===== src/rtl/lsu_bus_ctrl_if.sv =====
// Request/grant memory bus between the load/store unit (master) and the memory
// fabric (slave), with in-order responses.
interface lsu_bus_ctrl_if #(
  parameter int ADDR_W = 32,
  parameter int DATA_W = 32
);
  logic              bus_req_o;
  logic              bus_gnt_i;
  logic              bus_we_o;
  logic [ADDR_W-1:0] bus_addr_o;
  logic [DATA_W-1:0] bus_wdata_o;
  logic [3:0]        bus_wmask_o;
  logic              bus_rvalid_i;
  logic [DATA_W-1:0] bus_rdata_i;
  logic              bus_err_i;

  modport master (
    output bus_req_o, bus_we_o, bus_addr_o, bus_wdata_o, bus_wmask_o,
    input  bus_gnt_i, bus_rvalid_i, bus_rdata_i, bus_err_i
  );

  modport slave (
    input  bus_req_o, bus_we_o, bus_addr_o, bus_wdata_o, bus_wmask_o,
    output bus_gnt_i, bus_rvalid_i, bus_rdata_i, bus_err_i
  );
endinterface


===== src/rtl/lsu_bus_ctrl.sv =====
// Memory-stage bus controller: one-entry holding slot, in-order outstanding
// tracking with flush kill bits, and registered aligned load writeback.
module lsu_bus_ctrl #(
  parameter int ADDR_W          = 32,
  parameter int DATA_W          = 32,
  parameter int MAX_OUTSTANDING = 2
) (
  input  logic              clk,
  input  logic              rst,
  input  logic              req_valid_i,
  output logic              req_ready_o,
  input  logic              req_we_i,
  input  logic [ADDR_W-1:0] req_addr_i,
  input  logic [DATA_W-1:0] req_wdata_i,
  input  logic [3:0]        req_wmask_i,
  input  logic [1:0]        req_size_i,
  input  logic              req_signed_i,
  input  logic [4:0]        req_rd_i,
  input  logic              flush_i,
  lsu_bus_ctrl_if.master    bus,
  output logic              wb_we_o,
  output logic [4:0]        wb_waddr_o,
  output logic [31:0]       wb_wdata_o,
  output logic              err_o,
  output logic              lsu_idle_o
);

  localparam int CNT_W = $clog2(MAX_OUTSTANDING + 1);
  localparam int PTR_W = (MAX_OUTSTANDING > 1) ? $clog2(MAX_OUTSTANDING) : 1;

  typedef struct packed {
    logic       we;
    logic [1:0] lane;
    logic [1:0] size;
    logic       sgn;
    logic [4:0] rd;
    logic       kill;
  } meta_t;

  logic              hold_vld_q, hold_vld_d;
  logic              hold_we_q, hold_we_d;
  logic [ADDR_W-1:0] hold_addr_q, hold_addr_d;
  logic [DATA_W-1:0] hold_wdata_q, hold_wdata_d;
  logic [3:0]        hold_wmask_q, hold_wmask_d;
  logic [1:0]        hold_size_q, hold_size_d;
  logic              hold_signed_q, hold_signed_d;
  logic [4:0]        hold_rd_q, hold_rd_d;
  logic [CNT_W-1:0]  cnt_q, cnt_d;
  logic [PTR_W-1:0]  wr_ptr_q, wr_ptr_d, rd_ptr_q, rd_ptr_d;
  meta_t             meta_q [MAX_OUTSTANDING];
  meta_t             meta_d [MAX_OUTSTANDING];
  logic              wb_we_q, wb_we_d;
  logic [4:0]        wb_waddr_q, wb_waddr_d;
  logic [31:0]       wb_wdata_q, wb_wdata_d;
  logic              err_q, err_d;

  logic  accept, issue, grant, resp, live;
  meta_t head;
  logic [7:0]  ld_byte;
  logic [15:0] ld_half;
  logic [31:0] ld_data;

  function automatic logic [PTR_W-1:0] next_ptr(input logic [PTR_W-1:0] p);
    return (p == PTR_W'(MAX_OUTSTANDING - 1)) ? '0 : p + PTR_W'(1);
  endfunction

  assign accept = req_valid_i & ~hold_vld_q & ~flush_i;
  assign issue  = hold_vld_q & (cnt_q < CNT_W'(MAX_OUTSTANDING)) & ~flush_i;
  assign grant  = issue & bus.bus_gnt_i;
  // A response with nothing outstanding is spurious and must not touch state.
  assign resp   = bus.bus_rvalid_i & (cnt_q != '0);
  assign head   = meta_q[rd_ptr_q];
  assign live   = resp & ~head.kill & ~flush_i;

  assign req_ready_o     = ~hold_vld_q;
  assign lsu_idle_o      = ~hold_vld_q & (cnt_q == '0);
  assign bus.bus_req_o   = issue;
  assign bus.bus_we_o    = hold_we_q;
  assign bus.bus_addr_o  = hold_addr_q;
  assign bus.bus_wdata_o = hold_wdata_q;
  assign bus.bus_wmask_o = hold_wmask_q;
  assign wb_we_o         = wb_we_q;
  assign wb_waddr_o      = wb_waddr_q;
  assign wb_wdata_o      = wb_wdata_q;
  assign err_o           = err_q;

  always_comb begin
    ld_byte = 8'h00;
    ld_half = head.lane[1] ? bus.bus_rdata_i[31:16] : bus.bus_rdata_i[15:0];
    case (head.lane)
      2'd0:    ld_byte = bus.bus_rdata_i[7:0];
      2'd1:    ld_byte = bus.bus_rdata_i[15:8];
      2'd2:    ld_byte = bus.bus_rdata_i[23:16];
      default: ld_byte = bus.bus_rdata_i[31:24];
    endcase
    case (head.size)
      2'b00:   ld_data = {{24{head.sgn & ld_byte[7]}}, ld_byte};
      2'b01:   ld_data = {{16{head.sgn & ld_half[15]}}, ld_half};
      default: ld_data = bus.bus_rdata_i;
    endcase
  end

  always_comb begin
    hold_vld_d    = hold_vld_q;
    hold_we_d     = hold_we_q;
    hold_addr_d   = hold_addr_q;
    hold_wdata_d  = hold_wdata_q;
    hold_wmask_d  = hold_wmask_q;
    hold_size_d   = hold_size_q;
    hold_signed_d = hold_signed_q;
    hold_rd_d     = hold_rd_q;
    cnt_d         = cnt_q;
    wr_ptr_d      = wr_ptr_q;
    rd_ptr_d      = rd_ptr_q;
    meta_d        = meta_q;
    wb_we_d       = 1'b0;
    wb_waddr_d    = wb_waddr_q;
    wb_wdata_d    = wb_wdata_q;
    err_d         = live & bus.bus_err_i;

    if (flush_i || grant) begin
      hold_vld_d = 1'b0;
    end else if (accept) begin
      hold_vld_d    = 1'b1;
      hold_we_d     = req_we_i;
      hold_addr_d   = req_addr_i;
      hold_wdata_d  = req_wdata_i;
      hold_wmask_d  = req_wmask_i;
      hold_size_d   = req_size_i;
      hold_signed_d = req_signed_i;
      hold_rd_d     = req_rd_i;
    end

    // Flush squashes everything in flight; entries pushed later are live.
    if (flush_i) begin
      for (int i = 0; i < MAX_OUTSTANDING; i++) meta_d[i].kill = 1'b1;
    end
    if (grant) begin
      meta_d[wr_ptr_q] = '{we: hold_we_q, lane: hold_addr_q[1:0], size: hold_size_q,
                           sgn: hold_signed_q, rd: hold_rd_q, kill: 1'b0};
      wr_ptr_d = next_ptr(wr_ptr_q);
    end
    if (resp) rd_ptr_d = next_ptr(rd_ptr_q);

    case ({grant, resp})
      2'b10:   cnt_d = cnt_q + CNT_W'(1);
      2'b01:   cnt_d = cnt_q - CNT_W'(1);
      default: cnt_d = cnt_q;
    endcase

    if (live && !bus.bus_err_i && !head.we) begin
      wb_we_d    = (head.rd != 5'd0);
      wb_waddr_d = head.rd;
      wb_wdata_d = ld_data;
    end
  end

  always_ff @(posedge clk or posedge rst) begin
    if (rst) begin
      hold_vld_q    <= 1'b0;
      hold_we_q     <= 1'b0;
      hold_addr_q   <= '0;
      hold_wdata_q  <= '0;
      hold_wmask_q  <= '0;
      hold_size_q   <= '0;
      hold_signed_q <= 1'b0;
      hold_rd_q     <= '0;
      cnt_q         <= '0;
      wr_ptr_q      <= '0;
      rd_ptr_q      <= '0;
      meta_q        <= '{default: '0};
      wb_we_q       <= 1'b0;
      wb_waddr_q    <= '0;
      wb_wdata_q    <= '0;
      err_q         <= 1'b0;
    end else begin
      hold_vld_q    <= hold_vld_d;
      hold_we_q     <= hold_we_d;
      hold_addr_q   <= hold_addr_d;
      hold_wdata_q  <= hold_wdata_d;
      hold_wmask_q  <= hold_wmask_d;
      hold_size_q   <= hold_size_d;
      hold_signed_q <= hold_signed_d;
      hold_rd_q     <= hold_rd_d;
      cnt_q         <= cnt_d;
      wr_ptr_q      <= wr_ptr_d;
      rd_ptr_q      <= rd_ptr_d;
      meta_q        <= meta_d;
      wb_we_q       <= wb_we_d;
      wb_waddr_q    <= wb_waddr_d;
      wb_wdata_q    <= wb_wdata_d;
      err_q         <= err_d;
    end
  end

endmodule


===== src/flat_wrapper.sv =====
// flat-port wrapper written by rule: the top's interface ports become plain ports
module lsu_bus_ctrl_flat 
#(
  parameter int ADDR_W          = 32,
  parameter int DATA_W          = 32,
  parameter int MAX_OUTSTANDING = 2
)
  (clk, rst, req_valid_i, req_ready_o, req_we_i, req_addr_i, req_wdata_i, req_wmask_i, req_size_i, req_signed_i, req_rd_i, flush_i, wb_we_o, wb_waddr_o, wb_wdata_o, err_o, lsu_idle_o, bus_bus_req_o, bus_bus_we_o, bus_bus_addr_o, bus_bus_wdata_o, bus_bus_wmask_o, bus_bus_gnt_i, bus_bus_rvalid_i, bus_bus_rdata_i, bus_bus_err_i);
  lsu_bus_ctrl_if #(.ADDR_W(ADDR_W), .DATA_W(DATA_W)) bus_i ();
  input  logic clk;
  input  logic rst;
  input  logic req_valid_i;
  output logic req_ready_o;
  input  logic req_we_i;
  input  logic [ADDR_W-1:0] req_addr_i;
  input  logic [DATA_W-1:0] req_wdata_i;
  input  logic [3:0] req_wmask_i;
  input  logic [1:0] req_size_i;
  input  logic req_signed_i;
  input  logic [4:0] req_rd_i;
  input  logic flush_i;
  output logic wb_we_o;
  output logic [4:0] wb_waddr_o;
  output logic [31:0] wb_wdata_o;
  output logic err_o;
  output logic lsu_idle_o;
  output wire logic [$bits(bus_i.bus_req_o)-1:0] bus_bus_req_o;
  output wire logic [$bits(bus_i.bus_we_o)-1:0] bus_bus_we_o;
  output wire logic [$bits(bus_i.bus_addr_o)-1:0] bus_bus_addr_o;
  output wire logic [$bits(bus_i.bus_wdata_o)-1:0] bus_bus_wdata_o;
  output wire logic [$bits(bus_i.bus_wmask_o)-1:0] bus_bus_wmask_o;
  input wire logic [$bits(bus_i.bus_gnt_i)-1:0] bus_bus_gnt_i;
  input wire logic [$bits(bus_i.bus_rvalid_i)-1:0] bus_bus_rvalid_i;
  input wire logic [$bits(bus_i.bus_rdata_i)-1:0] bus_bus_rdata_i;
  input wire logic [$bits(bus_i.bus_err_i)-1:0] bus_bus_err_i;
  assign bus_bus_req_o = bus_i.bus_req_o;
  assign bus_bus_we_o = bus_i.bus_we_o;
  assign bus_bus_addr_o = bus_i.bus_addr_o;
  assign bus_bus_wdata_o = bus_i.bus_wdata_o;
  assign bus_bus_wmask_o = bus_i.bus_wmask_o;
  assign bus_i.bus_gnt_i = bus_bus_gnt_i;
  assign bus_i.bus_rvalid_i = bus_bus_rvalid_i;
  assign bus_i.bus_rdata_i = bus_bus_rdata_i;
  assign bus_i.bus_err_i = bus_bus_err_i;
  lsu_bus_ctrl #(.ADDR_W(ADDR_W), .DATA_W(DATA_W), .MAX_OUTSTANDING(MAX_OUTSTANDING)) u_core (.clk(clk), .rst(rst), .req_valid_i(req_valid_i), .req_ready_o(req_ready_o), .req_we_i(req_we_i), .req_addr_i(req_addr_i), .req_wdata_i(req_wdata_i), .req_wmask_i(req_wmask_i), .req_size_i(req_size_i), .req_signed_i(req_signed_i), .req_rd_i(req_rd_i), .flush_i(flush_i), .bus(bus_i), .wb_we_o(wb_we_o), .wb_waddr_o(wb_waddr_o), .wb_wdata_o(wb_wdata_o), .err_o(err_o), .lsu_idle_o(lsu_idle_o));
endmodule

===== config.mk =====
export PLATFORM = sky130hd
export DESIGN_NAME = lsu_bus_ctrl_flat
export DESIGN_NICKNAME = d
export VERILOG_FILES = /design/src/rtl/lsu_bus_ctrl_if.sv /design/src/rtl/lsu_bus_ctrl.sv /design/src/flat_wrapper.sv
export SDC_FILE = /design/constraint.sdc
export NUM_CORES = 1
export LEC_CHECK = 0
export BUFFER_PORTS_ARGS = -buffer_cell sky130_fd_sc_hd__buf_2
export CAP_MARGIN = 15
export CELL_PAD_IN_SITES_DETAIL_PLACEMENT = 1
export CELL_PAD_IN_SITES_GLOBAL_PLACEMENT = 2
export CORE_ASPECT_RATIO = 1.75
export CORE_MARGIN = 2
export CORE_UTILIZATION = 31
export DETAILED_ROUTE_END_ITERATION = 10
export PLACE_DENSITY_LB_ADDON = 0.08
export SLEW_MARGIN = 20
export SYNTH_ARGS = -nofsm -noshare
export SYNTH_HDL_FRONTEND = slang
export SYNTH_SLANG_ARGS = --single-unit

===== constraint.sdc =====
create_clock -name clk -period 5.1 [get_ports clk]
set_input_delay 0.51 -clock clk [delete_from_list [all_inputs] [get_ports clk]]
set_output_delay 0.51 -clock clk [all_outputs]
set_load 0.05 [all_outputs]

==> results_dict.tcl <==
set metrics [dict create \
    status "finished, violations left" \
    violations "design-rule violations" \
    cp.required_ns 5.44 \
    synth_area_leaders "dfrtp_1 (56%), mux2_2 (17%), nand2_1 (2.3%), nor3b_1 (2.2%), a21oi_1 (1.8%)" \
    dpl_cell_area_um2 7780 \
    dr_wl_met3_um 1410 \
    wirelength_um 19600 \
    clock_skew_ns 0.00762 \
    pwr-share-seq_pct 31.4 \
    grt_pass1_vias 5698 \
    ys_ff_latch 145 \
    cts_tree "built" \
    numCtsBuffers 17 \
    worstSkewPairLatency_ns 0.42 \
    seq_area_frac_synth_pct 56.2 \
    register_area_um2 3630 \
    switching_share_pct 43.1 \
    fin_util_pct 41.7 \
    setup_violations 0 \
    fin_crit_sh_pct 59.6 \
    grt_max_degree 99 \
    chipHeight_um 195 \
    grt_usage_pct 18.2 \
    ios 227 \
    max_freq_ghz 0.329 \
    synthFlopType "dfrtp_1" \
    ant_nets 0 \
    layout-drive-gt1-share_pct 49.6 \
    maxSlewViolCount 0 \
    yosys_warnings 0 \
    end_kind "register" \
    leakage_nw 3.89 \
    place_ws_ns 1.73 \
    synth_enable_flop_cells 0 \
    antennaDiodeCount 0 \
    vias 5144 \
    place_inst 979 \
    synth.most_common_cell "dfrtp_1" \
    tns_ns 0 \
    area_delta_synth_final_pct 31.6 \
    period_needed_ns 3.04 \
    fill_cells 2274 \
    power_density_nw_per_um2 660 \
    synthesis.area_um2 6460 \
    root_buffer "clkbuf_16" \
    fin_ws_ns 2.06 \
    cts_buffer_depth 2 \
    intPower_mw 3.19 \
    syn_avg_cell_area_um2 12.2 \
    drt_iter0_drc 185 \
    power_frac_comb_pct 42.3 \
    gr-total-overflow 0 \
    grt_pass1_wl_um 31400 \
    cp_data_arrival_time_ns 3.38 \
    dr.pass1.iters 7 \
    clock_sink_count 145 \
    vias_per_cell 5.08 \
    portBuffers 226 \
    rsz0062_at_grt "no" \
    holdBufCountCts 0 \
    crit_type "reg -> reg" \
    worst_slew_pin_slew_ns 1.02 \
    maxSlewHeadroom_pct 30.9 \
    hold_path_class "in -> async" \
    synth_nets 648 \
    startpoint_type "register" \
    die_w_um 113 \
    met1_length_um 7170 \
    synth_top_cell_area_share_pct 56.2 \
    top_layer "met5" \
    cts_resized 0 \
    antenna_found_initial 1 \
    max-vdd-ir-drop_uv 412 \
    drc_errors 13 \
    multi_input_area_um2 2650 \
    start_util_pct 31.7 \
    synth_common_cells "dfrtp_1 (145), mux2_2 (100), nand2_1 (39)" \
    synth.distinct_cells 48 \
    place_hpwl_um 14300 \
    dr_wl_met2_um 10600 \
    dieArea_um2 22000 \
    routabilityCongestion 0.748 \
    synth_largest_area_cell "dfrtp_1" \
    htreeDepth 4 \
    pwr-share-clk_pct 26.3 \
    max-cap-violations 0 \
    synth-async-reset-ratio_pct 100 \
    layout.nets 868 \
    p_switching_mw 2.42 \
    finalInstanceArea_um2 8500 \
    hold_viol_final 0 \
    post_drt_wl_per_cell_um 19.3 \
    syn_inst 531 \
    post-cts-setup-buffer-count 0 \
    core_area_um2 20400 \
    rows 69 \
    clk_pin_slew_ns 0.06 \
    crit_fanout 30 \
    instances_no_fill 1012 \
]
-- power groups by stage --
stage / Combinational [mW] / Clock [mW] / Sequential [mW]
after global routing: 2.54 / 1.55 / 1.82
after floorplan: 0.963 / 0 / 2.59
after detailed placement: 2.39 / 0 / 1.79
final: 2.37 / 1.48 / 1.76
after global placement: 2.35 / 0 / 1.77
after CTS: 2.40 / 1.51 / 1.77
-- critical path: stages (launching register included) --
cell	delay [ns]
dfrtp_1	0.45
buf_4	0.39
mux2i_2	0.90
nand2_1	0.64
nand4_1	0.31
o21ai_0	0.13
a21oi_1	0.14
-- layout by cell type, fill, tap and decap left out, types with 9 or more instances in the layout --
| cell type | n |
|---|---|
| a211oi_1 | 9 |
| a21oi_1 | 23 |
| buf_2 | 226 |
| clkbuf_16 | 17 |
| dfrtp_1 | 145 |
| mux2_2 | 100 |
| nand2_1 | 39 |
| nand4_1 | 16 |
| nor2_1 | 22 |
| nor3_1 | 21 |
| nor3b_1 | 18 |
| o211ai_1 | 9 |
| o21ai_0 | 23 |
-- registers in the layout, indices dropped and copies added, names as in the netlist, 2 cells and up --
signal,flops
u_core.meta_q,24
u_core.hold_size_q,2
u_core.cnt_q,2
u_core.wb_waddr_o,5
u_core.wb_wdata_o,32
u_core.bus.bus_addr_o,32
u_core.bus.bus_wdata_o,32
u_core.bus.bus_wmask_o,4
u_core.hold_rd_q,5
-- stage by stage --
stage | power, mW | hold slack (ns)
after floorplan | 3.55 | 0.452
after global placement | 4.12 | 0.471
after detailed placement | 4.18 | 0.489
after CTS | 5.68 | 0.296
after global routing | 5.91 | 0.301
final | 5.61 | 0.296
-- kinds of logic (layout without fill, tap and decap cells) --
| family | Yosys count | count (layout) | synth area share, % |
|---|---|---|---|
| AOI/OAI and AO/OA | 93 | 93 | 9.75 |
| xor gates and xnor gates | 5 | 5 | 0.678 |
| adders and majority gates | 1 | 1 | 0.194 |
| buffers and inverters | 40 | 273 | 3.06 |
| DFF | 145 | 145 | 56.2 |
| muxes | 111 | 111 | 19.2 |
| and+or+nand+nor | 136 | 136 | 10.9 |
-- routing by layer --
layer | global-route usage, % | up-vias
li1 | - | 2368
met1 | 20.1 | 2563
met2 | 33.1 | 186
met3 | 5.74 | 25
met4 | 5.28 | 2
met5 | 0 | -
-- worst paths after layout --
kind | from | end | slack (ns) | depth (start not counted)
min in group clk | req_addr_i[25] | u_core.bus.bus_addr_o[25] | 0.32 | 2
max | u_core.rd_ptr_q | u_core.wb_wdata_o[30] | 2.06 | 6
max reg2reg | u_core.rd_ptr_q | u_core.wb_wdata_o[30] | 2.06 | 6
min | rst | u_core.bus.bus_addr_o[27] | 0.30 | 2
min reg2reg | u_core.wb_waddr_o[0] | u_core.wb_waddr_o[0] | 0.49 | 2
max in group asynchronous | rst | u_core.err_o | 3.60 | 3
-- layout make-up --
cell class                 count  share of cell area, %
clock buffer                  22                   5.46
clock inverter                10                   2.70
tap                          248                   3.65
inverter                       9                  0.457
sequential                   145                   42.7
multi-input combinational    346                   31.2
timing repair buffer         232                   13.8
No activity file was read; power rests on OpenSTA's default activity.
